**src/rtl/uart_pkg.sv**
```systemverilog
// Shared UART definitions.
//   UART_DATA_W  : serial payload width (one byte per frame)
//   CLKS_PER_BIT : default bit period in clocks for transmitter instances
//   tx_state_t   : launch FSM states of uart_tx_fifo
package uart_pkg;

  localparam int UART_DATA_W  = 8;
  localparam int CLKS_PER_BIT = 5208;

  typedef enum logic [1:0] {
    IDLE      = 2'd0,
    LAUNCH    = 2'd1,
    WAIT_DONE = 2'd2
  } tx_state_t;

endpackage

```
**src/rtl/uart_tx_fifo_if.sv**
```systemverilog
// Bundle between uart_tx_fifo and its environment (host write port on one
// side, UART transmitter handshake on the other).
//   slave  : the buffer itself
//   master : host + transmitter, which drive writes, flush, tx_busy, tx_done
//   state  : launch FSM state, exported for observation
//
// Handshake: the buffer pulses tx_start for one cycle with tx_data valid in
// that cycle; the transmitter raises tx_busy the next cycle, holds it for the
// frame, and pulses tx_done once when the frame is on the line. A new
// tx_start is only issued from IDLE with tx_busy low.
interface uart_tx_fifo_if
  import uart_pkg::*;
#(
  parameter int ADDR_W = 4
);

  logic                   wr_en;
  logic [UART_DATA_W-1:0] wr_data;
  logic                   flush;
  logic                   full;
  logic                   empty;
  logic [ADDR_W:0]        count;
  logic                   overflow;
  logic                   tx_start;
  logic [UART_DATA_W-1:0] tx_data;
  logic                   tx_busy;
  logic                   tx_done;
  tx_state_t              state;

  modport slave (
    input  wr_en, wr_data, flush, tx_busy, tx_done,
    output full, empty, count, overflow, tx_start, tx_data, state
  );

  modport master (
    output wr_en, wr_data, flush, tx_busy, tx_done,
    input  full, empty, count, overflow, tx_start, tx_data, state
  );

endinterface

```
**src/rtl/uart_sync_fifo.sv**
```systemverilog
// Synchronous byte FIFO with first-word-fall-through read data.
//   wr_en/wr_data : push, ignored while full or flushing
//   rd_en/rd_data : pop; rd_data always shows the head entry
//   flush         : clears pointers and occupancy, dominates push/pop
//   full/empty/count : registered occupancy flags, mutually consistent
// Storage is not reset; only pointers and occupancy are.
module uart_sync_fifo
  import uart_pkg::*;
#(
  parameter int DEPTH  = 16,
  parameter int ADDR_W = 4
) (
  input  logic                   clk,
  input  logic                   rst,
  input  logic                   wr_en,
  input  logic [UART_DATA_W-1:0] wr_data,
  input  logic                   rd_en,
  output logic [UART_DATA_W-1:0] rd_data,
  input  logic                   flush,
  output logic                   full,
  output logic                   empty,
  output logic [ADDR_W:0]        count
);

  localparam logic [ADDR_W:0] DEPTH_C = (ADDR_W+1)'(DEPTH);

  logic [UART_DATA_W-1:0] mem [DEPTH];
  logic [ADDR_W-1:0]      wr_ptr;
  logic [ADDR_W-1:0]      rd_ptr;
  logic [ADDR_W:0]        count_nxt;
  logic                   wr_acc;
  logic                   rd_acc;

  // No bypass: a push into a full FIFO is dropped even if a pop happens in
  // the same cycle, because acceptance looks at the pre-edge full flag.
  assign wr_acc  = wr_en && !full  && !flush;
  assign rd_acc  = rd_en && !empty && !flush;
  assign rd_data = mem[rd_ptr];

  always_comb begin
    count_nxt = count;
    if (flush) begin
      count_nxt = '0;
    end else if (wr_acc && !rd_acc) begin
      count_nxt = count + (ADDR_W+1)'(1);
    end else if (!wr_acc && rd_acc) begin
      count_nxt = count - (ADDR_W+1)'(1);
    end
  end

  always_ff @(posedge clk) begin
    if (wr_acc) begin
      mem[wr_ptr] <= wr_data;
    end
  end

  // Pointers wrap naturally because DEPTH is a power of two.
  always_ff @(posedge clk) begin
    if (rst) begin
      wr_ptr <= '0;
      rd_ptr <= '0;
      count  <= '0;
      full   <= 1'b0;
      empty  <= 1'b1;
    end else begin
      if (flush) begin
        wr_ptr <= '0;
        rd_ptr <= '0;
      end else begin
        if (wr_acc) wr_ptr <= wr_ptr + ADDR_W'(1);
        if (rd_acc) rd_ptr <= rd_ptr + ADDR_W'(1);
      end
      count <= count_nxt;
      full  <= (count_nxt == DEPTH_C);
      empty <= (count_nxt == '0);
    end
  end

endmodule

```
**src/rtl/uart_tx_fifo.sv**
```systemverilog
// Transmit buffer in front of a UART transmitter. Host bytes are queued in a
// FIFO and launched one frame at a time over the tx_start/tx_busy/tx_done
// handshake.
//   clk, rst : system clock, synchronous active-high reset
//   bus      : uart_tx_fifo_if slave (write port, flush, occupancy flags,
//              overflow pulse, transmitter handshake, FSM state)
module uart_tx_fifo
  import uart_pkg::*;
#(
  parameter int DEPTH  = 16,
  parameter int ADDR_W = 4
) (
  input  logic          clk,
  input  logic          rst,
  uart_tx_fifo_if.slave bus
);

  tx_state_t              state;
  tx_state_t              state_nxt;
  logic                   pop;
  logic                   tx_start_r;
  logic [UART_DATA_W-1:0] tx_data_r;
  logic                   overflow_r;
  logic                   fifo_full;
  logic                   fifo_empty;
  logic [ADDR_W:0]        fifo_count;
  logic [UART_DATA_W-1:0] head;

  uart_sync_fifo #(
    .DEPTH  (DEPTH),
    .ADDR_W (ADDR_W)
  ) u_fifo (
    .clk     (clk),
    .rst     (rst),
    .wr_en   (bus.wr_en),
    .wr_data (bus.wr_data),
    .rd_en   (pop),
    .rd_data (head),
    .flush   (bus.flush),
    .full    (fifo_full),
    .empty   (fifo_empty),
    .count   (fifo_count)
  );

  // The FIFO head is consumed only on the IDLE->LAUNCH transition. A flush
  // in the same cycle suppresses the launch so no flushed byte escapes.
  always_comb begin
    state_nxt = state;
    pop       = 1'b0;
    case (state)
      IDLE: begin
        if (!fifo_empty && !bus.tx_busy && !bus.flush) begin
          pop       = 1'b1;
          state_nxt = LAUNCH;
        end
      end
      LAUNCH: begin
        if (bus.tx_busy) state_nxt = WAIT_DONE;
      end
      WAIT_DONE: begin
        if (bus.tx_done) state_nxt = IDLE;
      end
      default: state_nxt = IDLE;
    endcase
  end

  always_ff @(posedge clk) begin
    if (rst) begin
      state      <= IDLE;
      tx_start_r <= 1'b0;
      tx_data_r  <= '0;
      overflow_r <= 1'b0;
    end else begin
      state      <= state_nxt;
      tx_start_r <= pop;
      if (pop) tx_data_r <= head;
      // A flushed write is dropped silently, not counted as overflow.
      overflow_r <= bus.wr_en && fifo_full && !bus.flush;
    end
  end

  assign bus.full     = fifo_full;
  assign bus.empty    = fifo_empty;
  assign bus.count    = fifo_count;
  assign bus.overflow = overflow_r;
  assign bus.tx_start = tx_start_r;
  assign bus.tx_data  = tx_data_r;
  assign bus.state    = state;

endmodule
```
**src/flat_wrapper.sv**
```systemverilog
// flat-port wrapper written by rule: the top's interface ports become plain ports
module uart_tx_fifo_flat import uart_pkg::*;
#(
  parameter int DEPTH  = 16,
  parameter int ADDR_W = 4
)
  (clk, rst, bus_wr_en, bus_wr_data, bus_flush, bus_tx_busy, bus_tx_done, bus_full, bus_empty, bus_count, bus_overflow, bus_tx_start, bus_tx_data, bus_state);
  uart_tx_fifo_if #(.ADDR_W(ADDR_W)) bus_i ();
  input  logic clk;
  input  logic rst;
  input wire logic [$bits(bus_i.wr_en)-1:0] bus_wr_en;
  input wire logic [$bits(bus_i.wr_data)-1:0] bus_wr_data;
  input wire logic [$bits(bus_i.flush)-1:0] bus_flush;
  input wire logic [$bits(bus_i.tx_busy)-1:0] bus_tx_busy;
  input wire logic [$bits(bus_i.tx_done)-1:0] bus_tx_done;
  output wire logic [$bits(bus_i.full)-1:0] bus_full;
  output wire logic [$bits(bus_i.empty)-1:0] bus_empty;
  output wire logic [$bits(bus_i.count)-1:0] bus_count;
  output wire logic [$bits(bus_i.overflow)-1:0] bus_overflow;
  output wire logic [$bits(bus_i.tx_start)-1:0] bus_tx_start;
  output wire logic [$bits(bus_i.tx_data)-1:0] bus_tx_data;
  output wire logic [$bits(bus_i.state)-1:0] bus_state;
  assign bus_i.wr_en = bus_wr_en;
  assign bus_i.wr_data = bus_wr_data;
  assign bus_i.flush = bus_flush;
  assign bus_i.tx_busy = bus_tx_busy;
  assign bus_i.tx_done = bus_tx_done;
  assign bus_full = bus_i.full;
  assign bus_empty = bus_i.empty;
  assign bus_count = bus_i.count;
  assign bus_overflow = bus_i.overflow;
  assign bus_tx_start = bus_i.tx_start;
  assign bus_tx_data = bus_i.tx_data;
  assign bus_state = bus_i.state;
  uart_tx_fifo #(.DEPTH(DEPTH), .ADDR_W(ADDR_W)) u_core (.clk(clk), .rst(rst), .bus(bus_i));
endmodule
```
**config.mk**
```make
export PLATFORM = sky130hd
export DESIGN_NAME = uart_tx_fifo_flat
export DESIGN_NICKNAME = d
export VERILOG_FILES = /design/src/rtl/uart_pkg.sv /design/src/rtl/uart_tx_fifo_if.sv /design/src/rtl/uart_sync_fifo.sv /design/src/rtl/uart_tx_fifo.sv /design/src/flat_wrapper.sv
export SDC_FILE = /design/constraint.sdc
export NUM_CORES = 1
export LEC_CHECK = 0
export CORE_UTILIZATION = 49
export CTS_CLUSTER_DIAMETER = 100
export DETAILED_ROUTE_END_ITERATION = 16
export HOLD_SLACK_MARGIN = 0.08
export PLACE_DENSITY = 0.67
export SLEW_MARGIN = 0
export SYNTH_ARGS = -nofsm -noshare
export SYNTH_HDL_FRONTEND = slang
export SYNTH_SLANG_ARGS = --single-unit
```
**constraint.sdc**
```tcl
create_clock -name clk -period 2.6 [get_ports clk]
set_clock_uncertainty 0.1 [all_clocks]
set_input_delay 0.52 -clock clk [delete_from_list [all_inputs] [get_ports clk]]
set_output_delay 0.52 -clock clk [all_outputs]
set_load 0.02 [all_outputs]
```
==> impl_metrics.env, run 1 <==
export IMPL_ctsHoldBuffers=0
export IMPL_worst_path_dominant_cell_family="buffers and inverters"
export IMPL_worst_r2r_endpoint="u_core.bus.tx_data[5]"
export IMPL_timing_final_crit_share=0.8336
export IMPL_synth_edf_count=128
export IMPL_layout_common_cells="edfxtp_1, mux4_2, clkdlybuf4s50_1, nor2_1, dfxtp_1"
export IMPL_synthDistinctLibCells=36
export IMPL_leakagePower_nw=2.381
export IMPL_p_seq_frac=0.521
export IMPL_tritoncts="built"
export IMPL_worst_path_buf_inv=1
export IMPL_max_cap_violations=0
export IMPL_drive_gt1_frac=0.2108
export IMPL_clk_pin_slew_worst_paths_ns=0.06
export IMPL_slowest_delay_ns=0.66
export IMPL_crit_slowest_cell="clkdlybuf4s50_1"
export IMPL_relSlewSlack=0.5491
export IMPL_peakVddDrop_v=0.0004678
export IMPL_cts_sinks=155
export IMPL_final_core_util=0.6074
export IMPL_syn2layout_area_growth_pct=20.28
export IMPL_post_dp_cell_area_mm2=0.006766
export IMPL_diodes=0
export IMPL_clockBufferDepth=2
export IMPL_final_cells=595
export IMPL_syn_avg_cell_area_um2=17.11
export IMPL_grt_usage=0.1980
export IMPL_layout_nets=435
export IMPL_hp_start="u_core.bus.tx_data[6]"
export IMPL_synth_simple_area_share=0.06101
export IMPL_vias=3273
export IMPL_synth_top_family_by_area="multiplexers"
export IMPL_initial_core_util=0.5050
export IMPL_portBuffers=32
export IMPL_power_density_mw_per_mm2=711.1
export IMPL_antenna_found_initial=0
export IMPL_remaining_drc_errors=0
export IMPL_min_path_cells=2
export IMPL_setup_viol=0
export IMPL_vias_per_cell=5.501
export IMPL_io_pins=33
export IMPL_grt_overflow=0
export IMPL_startpoint_type="flop"
export IMPL_r2r_cells=5
export IMPL_required_ns=1.98
export IMPL_drt_initial_drc_count=422
export IMPL_core_area_mm2=0.01206
export IMPL_clock_power_share=0.447
export IMPL_hold_class="reg2reg"
export IMPL_gp_congestion=0.8507
export IMPL_htreeDepth=4
export IMPL_arrival_ns=1.55
export IMPL_dpl_worst_slack_ns=0.06203
export IMPL_p_int_mw=4.172
export IMPL_r2r_start="u_core.u_fifo.rd_ptr[0]"
export IMPL_setup_tns_ns=0
export IMPL_synth_fa_ha_area_frac=0.01438
export IMPL_cts_buffers=17
export IMPL_drv_slew=0
export IMPL_cts_resized_gates=0
export IMPL_post_cts_buffers=0
export IMPL_hold_viol_final=0
export IMPL_die_area_mm2=0.01288
export IMPL_async_flop_share=0
export IMPL_netlist_area_mm2=0.006091
export IMPL_synthMuxAreaShare=0.1183
export IMPL_crit_path_cell_trace="clkdlybuf4s50_1"
export IMPL_synth_area_leaders="edfxtp_1, mux4_2, dfxtp_1"
export IMPL_rsz0062_at_grt="false"
export IMPL_max_freq_ghz=0.4614
export IMPL_final_common_cell="edfxtp_1"
export IMPL_yosysTopAreaCell="edfxtp_1"
export IMPL_synth_flop_cell="edfxtp_1"
export IMPL_power_frac_comb=0.032
export IMPL_p_switching_mw=1.038
export IMPL_ys_ff_latch=155
export IMPL_clk_latency_ns=0.42
export IMPL_synth_compound_area_frac=0.05711
export IMPL_final_cell_area_mm2=0.007326
export IMPL_hold_path_end="u_core.bus.tx_data[6]"
export IMPL_cp_max_fo=6
export IMPL_grt_pass1_vias=3283
export IMPL_status="finished clean"
export IMPL_fin_crit_ns=2.167
export IMPL_die_h_um=113.5
export IMPL_hpwl_um=7367
export IMPL_tightest_slew_ns=0.6750
export IMPL_rows=40
export IMPL_setup_worst_path_class="reg2out"
export IMPL_clockRootBuffer="clkbuf_16"
export IMPL_dr_pass1_iters=4
export IMPL_wl_per_cell_um=19.69
export IMPL_dp_cells=563
export IMPL_end_kind="output pin"
export IMPL_synth_fp_nets=377
export IMPL_synth_xor_area_share=0.01438
export IMPL_yosys_warnings=0
export IMPL_r2r_slack_ns=0.48
export IMPL_p_sw_frac=0.1992
export IMPL_synth_cells=356
export IMPL_ant_nets=0
export IMPL_grt_max_degree=36
export IMPL_wirelength_um=11720
export IMPL_synth_top_area_frac=0.6311
export IMPL_grt_pass1_wl_um=18200
export IMPL_synth_seq_area_share=0.7198
export IMPL_die_w_um=113.5
export IMPL_layout_setup_ws_ns=0.4326
==> flip-flops by register name (all words and copies together), names as in the netlist <==
signal / count
u_core.bus.overflow: 1
u_core.bus.state: 2
u_core.u_fifo.mem: 128
u_core.u_fifo.count: 5
u_core.bus.tx_data: 8
u_core.u_fifo.empty: 1
u_core.bus.tx_start: 1
u_core.u_fifo.wr_ptr: 4
u_core.u_fifo.full: 1
u_core.u_fifo.rd_ptr: 4
==> Yosys cell counts (4+ instances only) <==
master,number
a21oi_1,14
nor2_1,27
xnor2_1,5
a22o_1,16
inv_1,4
nor3_1,7
xor2_1,5
dfxtp_1,27
edfxtp_1,128
nand2_1,14
ha_1,7
o21ai_0,20
mux4_2,32
clkbuf_1,12
==> power groups by stage <==
stage / Sequential, mW / Combinational, mW / Clock (mW)
6_report: 2.71 / 0.169 / 2.33
3_3_place_gp: 2.76 / 0.165 / 0
2_1_floorplan: 2.77 / 0.0694 / 0
4_1_cts: 2.71 / 0.171 / 2.37
3_5_place_dp: 2.77 / 0.169 / 0
5_1_grt: 2.71 / 0.184 / 2.47
==> area by class of cell <==
class	count	area (µm²)
clock buffer	19	432.9
clock inverter	13	126.4
fill	869	4736
inverter	4	15.01
multi-input combinational	178	1615
sequential	155	4385
tap	168	210.2
timing repair buffer	58	540.5
==> worst max path at each step <==
stage | start | endpoint | slack [ns] | cells past startpoint
after floorplan | bus_wr_en | u_core.u_fifo.mem[3][0] | 0.39 | 5
after global placement | bus_tx_busy | u_core.u_fifo.full | 0.13 | 6
after detailed placement | bus_tx_busy | u_core.u_fifo.full | 0.06 | 6
after CTS | u_core.bus.state[0] | bus_state[0] | 0.41 | 1
after global routing | bus_tx_busy | u_core.u_fifo.full | 0.36 | 6
final | u_core.bus.state[0] | bus_state[0] | 0.43 | 1
==> layer usage <==
layer | wire (µm) | part of all wire | GRT usage
met4 | 270 | 0.023 | 0.09474
met3 | 564 | 0.048 | 0.04570
met5 | 0 | 0 | 0
met1 | 5210 | 0.44 | 0.2648
met2 | 5672 | 0.48 | 0.3098
==> metrics by stage <==
stage / total power, mW / hold WS (ns)
finish: 5.209 / 0.3748
global route: 5.363 / 0.4126
CTS: 5.249 / 0.3784
detailed placement: 2.934 / 0.3702
global placement: 2.929 / 0.3621
floorplan: 2.840 / 0.3815
==> logic make-up (layout without fill, tap and decap cells) <==
| kind of cell | Yosys count | count (layout) |
|---|---|---|
| mux | 32 | 32 |
| compound gates | 55 | 55 |
| xor+xnor | 10 | 10 |
| simple gates | 74 | 74 |
| buf+inv | 23 | 94 |
| flops | 155 | 155 |
| fa+ha+maj | 7 | 7 |
Note: power is estimated with default switching activity, not from simulation.
==> run 2: changes to the inputs <==
Clock period 2.6 ns to 2.1 ns, I/O delays scaled along.
==> run 2 against run 1 <==
  * Final area increased by 2.3%
  * Sequential power increased by 24%
  * Combinational power rose by 38%
  * Non-clock buffer count is 19 higher
  * Clock-buffer cell count increased by 1
  * Sequential share of layout area down 1.3 points
  * Total power rose by 22%
  * Largest power group unchanged
  * Highest routed layer unchanged
==> impl_metrics.env, run 2 (synthesis gave the netlist of run 1 again) <==
export IMPL_status="finished clean"
export IMPL_hold_viol_final=0
export IMPL_required_ns=1.58
export IMPL_r2r_start="u_core.u_fifo.count[0]"
export IMPL_end_kind="output pin"
export IMPL_gp_congestion=0.8561
export IMPL_cts_buffers=17
export IMPL_clk_pin_slew_worst_paths_ns=0.06
export IMPL_crit_path_cell_trace="clkdlybuf4s50_1"
export IMPL_drv_slew=0
export IMPL_cp_max_fo=7
export IMPL_grt_max_degree=25
export IMPL_clk_latency_ns=0.42
export IMPL_drt_initial_drc_count=472
export IMPL_worst_path_dominant_cell_family="buffers and inverters"
export IMPL_cts_sinks=155
export IMPL_tightest_slew_ns=0.6467
export IMPL_initial_core_util=0.5050
export IMPL_max_cap_violations=0
export IMPL_layout_nets=454
export IMPL_timing_final_crit_share=0.9702
export IMPL_core_area_mm2=0.01206
export IMPL_leakagePower_nw=2.539
export IMPL_syn2layout_area_growth_pct=23.03
export IMPL_regMostFlops="u_core.u_fifo.mem"
export IMPL_relSlewSlack=0.5675
export IMPL_vias=3367
export IMPL_r2r_cells=5
export IMPL_largest_reg_flops=128
export IMPL_grt_usage=0.2060
export IMPL_drive_gt1_frac=0.2556
export IMPL_startpoint_type="flop"
export IMPL_peakVddDrop_v=0.0004470
export IMPL_rows=40
export IMPL_fillers=876
export IMPL_slowest_delay_ns=0.65
export IMPL_hold_class="reg2reg"
export IMPL_power_density_mw_per_mm2=849.3
export IMPL_clockRootBuffer="clkbuf_16"
export IMPL_fin_crit_ns=2.037
export IMPL_io_pins=33
export IMPL_wirelength_um=12040
export IMPL_hold_path_end="u_core.bus.tx_data[7]"
export IMPL_ant_nets=0
export IMPL_dr_pass1_iters=4
export IMPL_worst_path_buf_inv=1
export IMPL_setup_viol=0
export IMPL_wl_per_cell_um=19.61
export IMPL_grt_overflow=0
export IMPL_hpwl_um=7966
export IMPL_portBuffers=32
export IMPL_arrival_ns=1.52
export IMPL_die_w_um=113.5
export IMPL_hold_ws_ns=0.3818
export IMPL_r2r_slack_ns=0.09
export IMPL_final_common_cell="edfxtp_1"
export IMPL_min_path_cells=2
export IMPL_multi_input_area_mm2=0.001644
export IMPL_setup_worst_path_class="reg2out"
export IMPL_grt_pass1_vias=3404
export IMPL_final_core_util=0.6213
export IMPL_die_h_um=113.5
export IMPL_hp_start="u_core.bus.tx_data[7]"
export IMPL_htreeDepth=4
export IMPL_max_freq_ghz=0.4908
export IMPL_clockBufferDepth=2
export IMPL_seqCellArea_mm2=0.004385
export IMPL_crit_slowest_cell="clkdlybuf4s50_1"
export IMPL_remaining_drc_errors=0
export IMPL_vias_per_cell=5.484
export IMPL_die_area_mm2=0.01288
export IMPL_worst_r2r_endpoint="u_core.u_fifo.empty"
export IMPL_layout_common_cells="edfxtp_1, buf_4, mux4_2, clkdlybuf4s50_1"
export IMPL_grt_pass1_wl_um=18890
export IMPL_antenna_found_initial=0
export IMPL_diodes=0
export IMPL_tritoncts="built"
[run 2: what timing repair did]
action                                  in CTS  in global routing
endpoints found under the setup margin       1                 23
hold buffers                                 0                  0
pin swaps                                    2                  0
hold endpoints to repair                     0                  0
buffers inserted                             2                  0
resized for setup                            1                  8
[run 2: final cells by class]
| class | instances | area share |
|---|---|---|
| well taps | 168 | 0.02805 |
| clock buffers | 20 | 0.05827 |
| clock inverters | 12 | 0.01336 |
| flip-flops and latches | 155 | 0.5852 |
| inverters | 4 | 0.002004 |
| multi-input cells | 178 | 0.2194 |
| repair buffers | 77 | 0.09367 |
[run 2: power by group]
part | leakage, nW | switching, mW | internal [mW]
Combinational | 0.916 | 0.131 | 0.102
Sequential | 1.37 | 0.0149 | 3.34
Clock | 0.251 | 1.16 | 1.62
[run 2: through the flow]
step | worst slack [ns] | cells | instance area (µm²) | setup TNS (ns) | total power, mW
after floorplan | -0.04122 | 356 | 6106 | -0.6596 | 3.517
after global placement | -0.3812 | 580 | 6917 | -27.69 | 3.644
after detailed placement | -0.4397 | 580 | 6917 | -30.70 | 3.652
after CTS | 0.02545 | 614 | 7467 | 0 | 6.394
after global routing | -0.02814 | 614 | 7493 | -0.02814 | 6.552
final | 0.06253 | 614 | 7493 | 0 | 6.365
[run 2: how the worst max path moves through the flow]
stage,cells past startpoint,end,start
3_3_place_gp,7,u_core.u_fifo.empty,bus_tx_busy
2_1_floorplan,5,u_core.u_fifo.mem[1][0],u_core.u_fifo.full
4_1_cts,1,bus_count[0],u_core.u_fifo.count[0]
3_5_place_dp,7,u_core.u_fifo.empty,bus_tx_busy
5_1_grt,7,u_core.u_fifo.empty,bus_tx_busy
6_report,1,bus_count[2],u_core.u_fifo.count[2]
[run 2: metal layers]
| layer | up-vias | wire (µm) | global-route usage |
|---|---|---|---|
| met1 | 1680 | 5337 | 0.2847 |
| met5 | - | 0 | 0 |
| met2 | 109 | 5742 | 0.3179 |
| met3 | 20 | 694 | 0.04145 |
| li1 | 1558 | - | - |
| met4 | 0 | 265 | 0.09649 |
==> run 3: changes to the inputs <==
Settings changed: CORE_UTILIZATION 49 to 25, PLACE_DENSITY 0.67 to not set.
==> run 3 against run 2 <==
  * Final cell count up 24%
  * Critical path type is now in2reg
  * Register-to-register slack worse by 0.03 ns
  * Global-route usage down 9.3 points
  * Largest power group unchanged
==> impl_metrics.env, run 3 (synthesis gave the netlist of run 1 again) <==
export IMPL_status="finished clean"
export IMPL_layout_setup_ws_ns=0.04410
export IMPL_grt_overflow=0
export IMPL_clockBufferDepth=2
export IMPL_die_h_um=158.1
export IMPL_relSlewSlack=0.5776
export IMPL_io_pins=33
export IMPL_wirelength_um=13120
export IMPL_setup_tns_ns=0
export IMPL_max_cap_violations=0
export IMPL_tritoncts="built"
export IMPL_diodes=0
export IMPL_core_area_mm2=0.02368
export IMPL_wl_per_cell_um=17.18
export IMPL_clk_pin_slew_worst_paths_ns=0.07
export IMPL_end_kind="flop"
export IMPL_grt_pass1_vias=3476
export IMPL_antenna_found_initial=0
export IMPL_ant_nets=0
export IMPL_dpl_worst_slack_ns=-0.3463
export IMPL_setup_viol=0
export IMPL_arrival_ns=2.30
export IMPL_initial_core_util=0.2572
export IMPL_layout_nets=453
export IMPL_largest_reg_flops=128
export IMPL_grt_pass1_wl_um=20200
export IMPL_cts_buffers=17
export IMPL_drt_initial_drc_count=283
export IMPL_fin_crit_ns=2.056
export IMPL_final_common_cell="edfxtp_1"
export IMPL_setup_worst_path_class="in2reg"
export IMPL_hpwl_um=8641
export IMPL_grt_usage=0.1134
export IMPL_timing_final_crit_share=0.9790
export IMPL_post_cts_buffers=0
export IMPL_syn2layout_area_growth_pct=26.75
export IMPL_regMostFlops="u_core.u_fifo.mem"
export IMPL_cts_sinks=155
export IMPL_die_w_um=158.1
export IMPL_die_area_mm2=0.02499
export IMPL_hold_class="in2reg"
export IMPL_clockRootBuffer="clkbuf_16"
export IMPL_layout_common_cells="edfxtp_1, buf_4, mux4_2, clkdlybuf4s50_1, nor2_1"
export IMPL_rsz0062_at_grt="true"
export IMPL_power_density_mw_per_mm2=859.7
export IMPL_tightest_slew_ns=0.6317
export IMPL_portBuffers=32
export IMPL_drive_gt1_frac=0.2562
export IMPL_peakVddDrop_v=0.0004319
export IMPL_leakagePower_nw=2.548
export IMPL_gp_congestion=0.8100
export IMPL_vias=3390
export IMPL_remaining_drc_errors=0
export IMPL_drv_slew=0
export IMPL_htreeDepth=4
export IMPL_p_total_mw=6.637
export IMPL_dr_pass1_iters=4
export IMPL_max_freq_ghz=0.4864
export IMPL_cp_max_fo=3
export IMPL_vias_per_cell=4.437
export IMPL_required_ns=2.34
export IMPL_rows=56
export IMPL_clk_latency_ns=0.42
export IMPL_hold_viol_final=0
export IMPL_grt_max_degree=36
export IMPL_startpoint_type="primary input"
-- run 3: per-stage QoR --
step / cells / instance area (µm²) / hold WS, ns / util
global route: 764 / 7720 / 0.3864 / 0.3260
global placement: 732 / 7113 / 0.3852 / 0.3003
floorplan: 356 / 6106 / 0.3815 / -
CTS: 764 / 7704 / 0.4037 / 0.3253
finish: 764 / 7720 / 0.3648 / 0.3260
detailed placement: 732 / 7113 / 0.3954 / 0.3003
-- run 3: what timing repair did --
action                     CTS  global route
setup endpoints to repair    0             9
gates resized for setup      0             7
hold buffers                 0             0
-- run 3: path summary, 6_finish.rpt --
kind                            cells after the start                    start                    end  slack, ns
worst min-delay path                                4              bus_tx_busy    u_core.bus.state[1]       0.36
worst min register to register                      2    u_core.bus.tx_data[1]  u_core.bus.tx_data[1]       0.40
worst max register to register                      6  u_core.u_fifo.rd_ptr[0]  u_core.bus.tx_data[1]       0.06
worst max-delay path                                7                bus_wr_en    u_core.u_fifo.empty       0.04
-- run 3: routing by layer --
metal,vias to the layer above,global-route usage,part of all wire
met4,0,0.04945,0.019
met5,-,0,0
met2,88,0.1813,0.49
met3,22,0.02847,0.049
li1,1562,-,-
met1,1718,0.1451,0.44
-- run 3: power breakdown --
part	internal, mW	switching, mW	leakage [nW]
Sequential	3.34	0.0144	1.37
Clock	1.79	1.26	0.284
Combinational	0.100	0.128	0.892
Total	5.23	1.41	2.55
-- run 3: area by class of cell --
class,count,area (µm²)
tap,319,399.1
clock buffer,19,432.9
inverter,4,15.01
timing repair buffer,76,695.7
sequential,155,4387
fill,2314,15960
clock inverter,13,157.7
multi-input combinational,178,1633
-- run 3: critical path, cell delays in order --
cell             delay, ns
clkdlybuf4s50_1       0.49
nor2b_1               0.19
nand2_1               0.12
buf_4                 0.16
or3_1                 0.30
a311o_1               0.39
o31ai_1               0.23
